## config.mk

```make
export PLATFORM = sky130hd
export DESIGN_NAME = multdiv_unit_flat
export DESIGN_NICKNAME = d
export VERILOG_FILES = /design/src/rtl/multdiv_unit_if.sv /design/src/rtl/multdiv_unit.sv /design/src/flat_wrapper.sv
export SDC_FILE = /design/constraint.sdc
export NUM_CORES = 1
export LEC_CHECK = 0
export BUFFER_PORTS_ARGS = -buffer_cell sky130_fd_sc_hd__buf_2
export CAP_MARGIN = 15
export CORE_MARGIN = 3
export CORE_UTILIZATION = 40
export DETAILED_ROUTE_END_ITERATION = 8
export GPL_TIMING_DRIVEN = 0
export PLACE_DENSITY = 0.54
export SYNTH_ARGS = -nofsm -noshare
export SYNTH_HDL_FRONTEND = slang
export SYNTH_SLANG_ARGS = --single-unit
```

## constraint.sdc

```tcl
create_clock -name clock -period 16.6 [get_ports clock]
set_clock_uncertainty 0.15 [all_clocks]
set_input_delay 3.32 -clock clock [delete_from_list [all_inputs] [get_ports clock]]
set_output_delay 3.32 -clock clock [all_outputs]
set_load 0.01 [all_outputs]
```

## src/rtl/multdiv_unit_if.sv

```systemverilog
// Request/response bundle between pipeline control and the iterative multiplier/divider.
//   master : pipeline control -- drives start pulses and operands, receives result/flags
//   slave  : multdiv_unit     -- receives start pulses and operands, drives result/flags
//   ctrl_MULT, ctrl_DIV           : one-cycle start pulses
//   data_operandA, data_operandB  : signed 32-bit operands, sampled in the start cycle
//   data_result, data_exception   : result word and overflow/divide-by-zero flag
//   data_resultRDY                : one-cycle strobe marking result/flag valid
//   busy                          : operation in flight
interface multdiv_unit_if;
    logic        ctrl_MULT;
    logic        ctrl_DIV;
    logic [31:0] data_operandA;
    logic [31:0] data_operandB;
    logic [31:0] data_result;
    logic        data_exception;
    logic        data_resultRDY;
    logic        busy;

    modport master (
        output ctrl_MULT, ctrl_DIV, data_operandA, data_operandB,
        input  data_result, data_exception, data_resultRDY, busy
    );

    modport slave (
        input  ctrl_MULT, ctrl_DIV, data_operandA, data_operandB,
        output data_result, data_exception, data_resultRDY, busy
    );
endinterface

```

## src/rtl/multdiv_unit.sv

```systemverilog
// Iterative signed 32-bit multiplier (radix-2 Booth) / divider (non-restoring on magnitudes).
// One iteration per cycle, 32 iterations; result, exception and a one-cycle ready strobe
// appear 33 cycles after the start cycle. A new start pulse aborts any operation in flight.
//   clock : rising-edge clock
//   reset : synchronous active-high reset
//   bus   : multdiv_unit_if.slave (start pulses, operands, result, exception, ready, busy)
module multdiv_unit (
    input  logic          clock,
    input  logic          reset,
    multdiv_unit_if.slave bus
);
    localparam int unsigned DW = 32;          // datapath width
    localparam int unsigned CW = 5;           // iteration counter width
    localparam int unsigned BW = 2 * DW + 1;  // Booth register {acc, multiplier, q-1}
    localparam int unsigned RW = DW + 2;      // signed partial remainder width

    typedef enum logic [1:0] {IDLE, MULT, DIV, DONE} state_t;

    state_t        state, state_next;
    logic [CW-1:0] cnt, cnt_next;
    logic [DW-1:0] mcand, mcand_next;
    logic [BW-1:0] booth, booth_next;
    logic [DW-1:0] dvs, dvs_next;
    logic [RW-1:0] rem, rem_next;
    logic [DW-1:0] quot, quot_next;
    logic          neg, neg_next;
    logic          dz, dz_next;
    logic [DW-1:0] result, result_next;
    logic          exc, exc_next;
    logic          rdy, rdy_next;
    logic          busy_r, busy_next;

    logic [DW:0]     booth_sum;
    logic [BW-1:0]   booth_step;
    logic [2*DW-1:0] product;
    logic [RW-1:0]   rem_sh, rem_step;
    logic [DW-1:0]   quot_step;
    logic [DW-1:0]   mag_a, mag_b;

    // Booth step: add/subtract in 33 bits so the true sign is shifted in even when
    // the 32-bit accumulator would overflow (e.g. multiplicand = 0x80000000).
    always_comb begin
        booth_sum = {booth[BW-1], booth[BW-1 -: DW]};
        case (booth[1:0])
            2'b01:   booth_sum = {booth[BW-1], booth[BW-1 -: DW]} + {mcand[DW-1], mcand};
            2'b10:   booth_sum = {booth[BW-1], booth[BW-1 -: DW]} - {mcand[DW-1], mcand};
            default: booth_sum = {booth[BW-1], booth[BW-1 -: DW]};
        endcase
        booth_step = {booth_sum, booth[DW:1]};
        product    = booth_step[BW-1:1];
    end

    // Non-restoring step: shift in next dividend bit, then subtract or add back the divisor.
    always_comb begin
        rem_sh    = {rem[RW-2:0], quot[DW-1]};
        rem_step  = rem[RW-1] ? (rem_sh + {2'b00, dvs}) : (rem_sh - {2'b00, dvs});
        quot_step = {quot[DW-2:0], ~rem_step[RW-1]};
    end

    // Operand magnitudes; 0x80000000 maps to its unsigned magnitude 2^31.
    always_comb begin
        mag_a = bus.data_operandA[DW-1] ? (DW'(0) - bus.data_operandA) : bus.data_operandA;
        mag_b = bus.data_operandB[DW-1] ? (DW'(0) - bus.data_operandB) : bus.data_operandB;
    end

    // Next-state and output logic.
    always_comb begin
        state_next  = state;
        cnt_next    = cnt;
        mcand_next  = mcand;
        booth_next  = booth;
        dvs_next    = dvs;
        rem_next    = rem;
        quot_next   = quot;
        neg_next    = neg;
        dz_next     = dz;
        result_next = result;
        exc_next    = exc;
        rdy_next    = 1'b0;
        busy_next   = busy_r;

        if (bus.ctrl_MULT || bus.ctrl_DIV) begin
            // Start (or restart) from any state; multiply wins a simultaneous request.
            state_next = bus.ctrl_MULT ? MULT : DIV;
            cnt_next   = '0;
            busy_next  = 1'b1;
            mcand_next = bus.data_operandA;
            booth_next = {DW'(0), bus.data_operandB, 1'b0};
            dvs_next   = mag_b;
            rem_next   = '0;
            quot_next  = mag_a;
            neg_next   = bus.data_operandA[DW-1] ^ bus.data_operandB[DW-1];
            dz_next    = (bus.data_operandB == '0);
        end else begin
            case (state)
                MULT: begin
                    booth_next = booth_step;
                    cnt_next   = cnt + CW'(1);
                    if (cnt == CW'(DW - 1)) begin
                        state_next  = DONE;
                        cnt_next    = '0;
                        busy_next   = 1'b0;
                        rdy_next    = 1'b1;
                        result_next = product[DW-1:0];
                        exc_next    = ~((&product[2*DW-1:DW-1]) | ~(|product[2*DW-1:DW-1]));
                    end
                end
                DIV: begin
                    rem_next  = rem_step;
                    quot_next = quot_step;
                    cnt_next  = cnt + CW'(1);
                    if (cnt == CW'(DW - 1)) begin
                        state_next = DONE;
                        cnt_next   = '0;
                        busy_next  = 1'b0;
                        rdy_next   = 1'b1;
                        if (dz) begin
                            result_next = '0;
                            exc_next    = 1'b1;
                        end else begin
                            result_next = neg ? (DW'(0) - quot_step) : quot_step;
                            // Only 0x80000000 / -1 yields a positive quotient of 2^31.
                            exc_next    = ~neg & quot_step[DW-1];
                        end
                    end
                end
                DONE:    state_next = IDLE;
                default: state_next = IDLE;
            endcase
        end
    end

    // State and output registers.
    always_ff @(posedge clock) begin
        if (reset) begin
            state  <= IDLE;
            cnt    <= '0;
            mcand  <= '0;
            booth  <= '0;
            dvs    <= '0;
            rem    <= '0;
            quot   <= '0;
            neg    <= 1'b0;
            dz     <= 1'b0;
            result <= '0;
            exc    <= 1'b0;
            rdy    <= 1'b0;
            busy_r <= 1'b0;
        end else begin
            state  <= state_next;
            cnt    <= cnt_next;
            mcand  <= mcand_next;
            booth  <= booth_next;
            dvs    <= dvs_next;
            rem    <= rem_next;
            quot   <= quot_next;
            neg    <= neg_next;
            dz     <= dz_next;
            result <= result_next;
            exc    <= exc_next;
            rdy    <= rdy_next;
            busy_r <= busy_next;
        end
    end

    assign bus.data_result    = result;
    assign bus.data_exception = exc;
    assign bus.data_resultRDY = rdy;
    assign bus.busy           = busy_r;
endmodule

```

## src/flat_wrapper.sv

```systemverilog
// flat-port wrapper written by rule: the top's interface ports become plain ports
module multdiv_unit_flat 
  (clock, reset, bus_ctrl_MULT, bus_ctrl_DIV, bus_data_operandA, bus_data_operandB, bus_data_result, bus_data_exception, bus_data_resultRDY, bus_busy);
  multdiv_unit_if bus_i ();
  input  logic clock;
  input  logic reset;
  input wire logic [$bits(bus_i.ctrl_MULT)-1:0] bus_ctrl_MULT;
  input wire logic [$bits(bus_i.ctrl_DIV)-1:0] bus_ctrl_DIV;
  input wire logic [$bits(bus_i.data_operandA)-1:0] bus_data_operandA;
  input wire logic [$bits(bus_i.data_operandB)-1:0] bus_data_operandB;
  output wire logic [$bits(bus_i.data_result)-1:0] bus_data_result;
  output wire logic [$bits(bus_i.data_exception)-1:0] bus_data_exception;
  output wire logic [$bits(bus_i.data_resultRDY)-1:0] bus_data_resultRDY;
  output wire logic [$bits(bus_i.busy)-1:0] bus_busy;
  assign bus_i.ctrl_MULT = bus_ctrl_MULT;
  assign bus_i.ctrl_DIV = bus_ctrl_DIV;
  assign bus_i.data_operandA = bus_data_operandA;
  assign bus_i.data_operandB = bus_data_operandB;
  assign bus_data_result = bus_i.data_result;
  assign bus_data_exception = bus_i.data_exception;
  assign bus_data_resultRDY = bus_i.data_resultRDY;
  assign bus_busy = bus_i.busy;
  multdiv_unit u_core (.clock(clock), .reset(reset), .bus(bus_i));
endmodule
```

==> results.py, run 1 <==
metrics = {
    "pwr": {
        "worst_ir_drop_vdd_v": 0.0000728,
        "power_mw": 1.68,
        "cellLeakagePower_nw": 7.42,
        "power_density_nw_per_um2": 88.4,
    },
    "floorplan": {
        "num_rows": 74,
        "die_h_um": 211,
        "die_area_um2": 44500,
        "io_pins": 103,
        "core_um2": 41200,
        "die_w_um": 211,
        "start_util_pct": 40.8,
    },
    "placement": {
        "gp_congestion": 0.935,
        "io_buffers": 101,
        "dp_hpwl_um": 46700,
        "placed_area_um2": 18000,
    },
    "clocking": {
        "cts_resized": 0,
        "clk_pin_slew_worst_paths_ps": 60,
        "cts_tree": "built",
        "ctsLongestPathBuffers": 3,
        "postCtsSetupBuffers": 0,
        "htree_levels": 1,
        "clock-root-buffer": "clkbuf_16",
        "clk_latency_ps": 560,
        "cts.sinks": 239,
        "hold_buffers": 0,
        "cts_buffers": 28,
    },
    "sta": {
        "finalSetupViolCount": 0,
        "finalSetupTns_ps": 0,
        "max_freq_mhz": 131,
        "tightest_slew_ps": 1050,
        "post-route-min-period_ps": 7660,
        "final_max_slew_viol_count": 0,
        "relSlewSlack_pct": 28.8,
        "rsz0062_at_grt": "false",
        "fin_crit_sh_pct": 46.1,
        "hold_viol_final": 0,
    },
    "setup_path": {
        "r2r_start": "u_core.dvs[6]",
        "end_kind": "flip-flop",
        "critPathTopFamily": "simple AND/OR/NAND/NOR gates",
        "cp.required_ps": 16880,
        "crit_buf_inv": 2,
        "cp_max_fo": 7,
        "critical_path_class": "reg -> reg",
        "max_stage_delay_ps": 610,
        "cp_slowest_cell": "nor4_1",
        "timing.rr.end": "u_core.bus.data_result[28]",
        "r2r_slack_ps": 8940,
        "cp.arrival_ps": 7940,
        "critical_path_depth": 28,
        "worstRegToRegCells": 28,
        "cp-start-kind": "flip-flop",
    },
    "layout": {
        "layout.nets": 2433,
        "fin_util_pct": 46.0,
        "regArea_um2": 4780,
        "multi_input_area_um2": 11300,
        "fillers": 4184,
        "final_common_cell": "nor2_1",
        "layout_common_cells": "nor2_1, dfxtp_1, nand2_1",
        "drive_gt1_share_pct": 8.80,
        "final_area_um2": 19000,
        "syn_to_final_growth_pct": 12.7,
        "antenna-diode-count": 0,
    },
    "detailed_routing": {
        "route.detailed.drc": 0,
        "routedWlPerCell_um": 20.9,
        "wl_met3_um": 3410,
        "drt_iter0_markers": 1404,
        "final_antenna_net_count": 0,
        "dr.pass1.iters": 6,
        "vias": 16700,
        "routed.top_layer": "met5",
        "wl_met1_um": 27100,
        "routed-wl-met2_um": 26200,
        "avgViaCountPerCell": 5.86,
        "wirelength_um": 59300,
    },
    "logic_synthesis": {
        "ys.warnings.count": 0,
        "yosysSeqAreaShare_pct": 28.4,
        "synth_fp_nets": 2302,
        "synth_edf_count": 0,
        "yosys.cell_types.count": 88,
        "syn_area_per_cell_um2": 7.80,
        "syn_area_um2": 16800,
        "ys_dominant_reg_cell": "dfxtp_1",
        "async_reset_ff_share_pct": 0,
        "yosys_register_bits": 239,
        "syn_inst": 2157,
    },
    "global_routing": {
        "gr-total-overflow": 0,
        "antenna_found_initial": 1,
        "grt_max_degree": 14,
        "grtUsageTotal_pct": 25.9,
        "grt_pass1_vias": 15900,
        "grt_pass1_wl_um": 91700,
    },
    "worst_hold_path": {
        "holdPathEnd": "u_core.rem[5]",
        "holdCritPathClass": "reg -> reg",
        "min_from": "u_core.rem[5]",
        "min_delay_path_depth": 2,
    },
    "outcome": {
        "status": "finished, final reports clean",
    },
    "job": {
        "maxCapViolCount": 0,
    },
}
per-stage QoR:
stage	worst slack, ps	std cells	hold slack (ps)
6_report	8940	2840	328
5_1_grt	8440	2840	348
4_1_cts	8980	2840	328
3_5_place_dp	9010	2790	319
3_3_place_gp	9030	2790	309
2_1_floorplan	10190	2157	295
state kept, by name (all words and copies together) (netlist names):
register,cells
u_core.dz,1
u_core.bus.data_resultRDY,1
u_core.neg,1
u_core.mcand,32
u_core.dvs,32
u_core.state,2
u_core.quot,32
u_core.rem,34
u_core.bus.busy,1
u_core.bus.data_exception,1
u_core.booth,65
u_core.bus.data_result,32
u_core.cnt,5
Yosys cell counts, types with 13 or more instances:
| library cell | count | area share [%] |
|---|---|---|
| nor2_1 | 305 | 6.8 |
| dfxtp_1 | 239 | 28 |
| nand2_1 | 185 | 4.1 |
| a21oi_1 | 155 | 4.6 |
| clkbuf_1 | 108 | 2.4 |
| a211oi_1 | 107 | 4.8 |
| o21ai_0 | 100 | 3.0 |
| mux2i_1 | 99 | 5.9 |
| xnor2_1 | 99 | 5.2 |
| ha_1 | 75 | 5.6 |
| xor2_1 | 75 | 3.9 |
| nor3_1 | 73 | 2.2 |
| inv_1 | 47 | 1.0 |
| a21o_1 | 35 | 1.6 |
| nand3_1 | 30 | 0.89 |
| o31ai_1 | 28 | 1.2 |
| or3_1 | 26 | 0.97 |
| a221oi_1 | 24 | 1.2 |
| a31oi_1 | 23 | 0.86 |
| buf_1 | 23 | 0.51 |
| or4_1 | 22 | 0.98 |
| and2_1 | 20 | 0.74 |
| nand4_1 | 18 | 0.67 |
| nor4_1 | 17 | 0.63 |
| and3_1 | 14 | 0.52 |
| nand2b_1 | 14 | 0.52 |
| or2_2 | 13 | 0.48 |
worst min-delay path, stage by stage (launching register included):
cell	delay, ps
dfxtp_1	310
nand2_1	60
a21oi_1	50
report_power, final:
part | internal [mW] | total (mW) | switching, mW
logic | 0.140 | 0.387 | 0.247
clock network | 0.391 | 0.652 | 0.261
registers | 0.601 | 0.637 | 0.0366
layout make-up:
type / instances / share of cell area, %
plain buffers: 135 / 2.70
flip-flops and latches: 239 / 25.2
inverters: 48 / 0.951
repair buffers: 101 / 2.67
multi-input cells: 1735 / 59.8
clock buffers: 39 / 4.34
clock inverters: 11 / 0.746
well taps: 532 / 3.51
kinds of logic (layout without fill, tap and decap cells):
kind of cell,count (synthesis),after routing,share of synthesized area [%]
compound gates,601,601,24.4
xor+xnor,175,175,9.16
fa+ha+maj,77,77,5.82
buf+inv,183,334,4.11
flops,239,239,28.4
mux,108,108,6.49
simple gates,774,774,21.6
worst max-delay path by stage:
stage	slack (ps)	end	start
2_1_floorplan	10190	u_core.bus.data_result[28]	u_core.dvs[6]
3_3_place_gp	9030	u_core.bus.data_result[28]	u_core.dvs[6]
3_5_place_dp	9010	u_core.bus.data_result[28]	u_core.dvs[6]
4_1_cts	8980	u_core.bus.data_result[28]	u_core.dvs[6]
5_1_grt	8440	u_core.bus.data_result[28]	u_core.dvs[6]
6_report	8940	u_core.bus.data_result[28]	u_core.dvs[6]
routing by layer:
| layer | vias to the layer above | track usage (%) |
|---|---|---|
| met5 | - | 0 |
| met4 | 2 | 10.6 |
| met3 | 114 | 3.33 |
| met2 | 520 | 41.5 |
| met1 | 7883 | 35.5 |
| li1 | 8133 | - |
(Power assumes the default switching activity.)
==> run 2, diff against run 1 <==
PLACE_DENSITY = 0.56   (was 0.54)
clock period = 6.9 ns   (was 16.6 ns; I/O delays follow)
==> run 2 against run 1 <==
Compared with the run above:
- via count increased by 0.69%
- clock power grew 130%
- global-route usage shrank 0.38 points
- sequential power up 140%
- final area grew 0.72%
==> results.py, run 2 (synthesis gave the netlist of run 1 again) <==
metrics = {
    "sta": {
        "finalSetupTns_ps": 0,
        "final_max_slew_viol_count": 0,
        "tightest_slew_ps": 1110,
        "hold_viol_final": 0,
        "max_freq_mhz": 149,
        "fin_crit_sh_pct": 97.0,
        "fin_ws_ps": 208,
        "relSlewSlack_pct": 25.2,
        "post-route-min-period_ps": 6690,
        "whs_ps": 321,
        "finalSetupViolCount": 0,
    },
    "detailed_routing": {
        "route.detailed.drc": 0,
        "routedWlPerCell_um": 20.6,
        "final_antenna_net_count": 0,
        "dr.pass1.iters": 5,
        "drt_iter0_markers": 1372,
        "wirelength_um": 58700,
        "vias": 16800,
        "avgViaCountPerCell": 5.89,
    },
    "placement": {
        "gp_congestion": 0.909,
        "dp_hpwl_um": 46000,
        "pre_cts_ws_ps": -793,
        "io_buffers": 101,
        "placed_area_um2": 18000,
    },
    "pwr": {
        "power_density_nw_per_um2": 209,
        "cellLeakagePower_nw": 7.49,
        "power_mw": 3.99,
        "worst_ir_drop_vdd_v": 0.000159,
    },
    "global_routing": {
        "grt_pass1_vias": 16000,
        "gr-total-overflow": 0,
        "met2_usage_pct": 42.6,
        "grt_max_degree": 14,
        "grtUsageTotal_pct": 25.5,
        "use_met3_pct": 2.45,
        "grt_pass1_wl_um": 91100,
        "antenna_found_initial": 7,
        "met1_usage_pct": 35.0,
        "grt_busiest_layer": "met2",
    },
    "clocking": {
        "ctsLongestPathBuffers": 3,
        "clk_pin_slew_worst_paths_ps": 60,
        "cts_tree": "built",
        "hold_buffers": 0,
        "cts.sinks": 239,
        "clock-root-buffer": "clkbuf_16",
        "htree_levels": 1,
        "cts_buffers": 28,
        "clk_latency_ps": 560,
    },
    "worst_hold_path": {
        "holdCritPathClass": "reg -> reg",
    },
    "layout": {
        "multi_input_area_um2": 11500,
        "largest_register": "u_core.booth",
        "fillers": 4111,
        "final_area_um2": 19100,
        "reg_top3": "u_core.booth x65, u_core.rem x34",
        "layout.nets": 2438,
        "largest_reg_flops": 65,
        "final_common_cell": "nor2_1",
        "regArea_um2": 4780,
        "layout_common_cells": "nor2_1, dfxtp_1, nand2_1",
        "syn_to_final_growth_pct": 13.5,
        "drive_gt1_share_pct": 9.59,
    },
    "setup_path": {
        "cp-start-kind": "flip-flop",
        "cp.arrival_ps": 6960,
        "end_kind": "flip-flop",
        "critical_path_class": "reg -> reg",
        "cp_max_fo": 5,
        "cp.required_ps": 7170,
    },
    "floorplan": {
        "io_pins": 103,
        "die_h_um": 211,
        "die_area_um2": 44500,
        "core_um2": 41200,
        "num_rows": 74,
        "start_util_pct": 40.8,
        "die_w_um": 211,
    },
    "outcome": {
        "status": "finished, final reports clean",
    },
    "job": {
        "maxCapViolCount": 0,
    },
}
## run 2: routing by layer
layer	routed length [µm]	part of all wire (%)
met1	26900	46
met2	26900	46
met3	3060	5.2
met4	1780	3.0
met5	25	0.043
## run 2: worst paths after layout
kind / startpoint / to / slack (ps) / depth (start not counted)
setup / recovery: u_core.dvs[7] / u_core.bus.data_result[30] / 210 / 27
hold / removal: u_core.rem[5] / u_core.rem[5] / 320 / 2
setup reg to reg: u_core.dvs[7] / u_core.bus.data_result[30] / 210 / 27
hold reg to reg: u_core.rem[5] / u_core.rem[5] / 320 / 2
## run 2: critical path, cell delays in order (launching register included)
cell and delay, ps:
dfxtp_1 370, or4_4 590, nor3_4 230, nand2_1 140
nor4_4 280, a21oi_1 130, xor2_1 240, ha_1 280
a21o_1 180, a21o_1 170, a211oi_1 270, o21ai_0 150
a21o_1 240, or2_4 300, a21oi_4 150, xnor2_2 150
inv_1 90, ha_1 160, nand2_1 70, or3_1 360
or3b_4 430, nand2b_1 210, nand2b_4 200, nand2b_4 200
o31ai_2 280, xnor2_1 150, a221oi_1 290, nor3_1 70
## run 2: layout make-up
| class | instances | area share [%] |
|---|---|---|
| Timing Repair Buffer | 108 | 2.92 |
| Multi-Input combinational cell | 1735 | 60.0 |
| Tap cell | 532 | 3.49 |
| Antenna cell | 1 | 0.0131 |
| Clock buffer | 43 | 4.50 |
| Clock inverter | 9 | 0.439 |
| Sequential cell | 239 | 25.1 |
| Inverter | 48 | 0.944 |
| Buffer | 133 | 2.64 |
## run 2: metrics by stage
stage                     util (%)  cells
final                         46.3   2848
after global routing          46.3   2847
after detailed placement      43.7   2790
after global placement        43.7   2790
after CTS                     46.1   2844
after floorplan                  -   2157
## run 2: what timing repair did
| action | CTS | global route |
|---|---|---|
| pin swaps | 2 | 6 |
| cloned | 0 | 0 |
| hold endpoints to repair | 0 | 0 |
| resized for setup | 10 | 10 |
| buffers inserted | 2 | 5 |
| endpoints found under the setup margin | 10 | 7 |
## run 2: power by group
part	switching [mW]	total (mW)	internal (mW)	leakage, nW
Sequential	0.0901	1.54	1.45	1.96
Clock	0.632	1.52	0.892	0.453
Combinational	0.591	0.933	0.342	5.07
Total	1.31	3.99	2.68	7.49
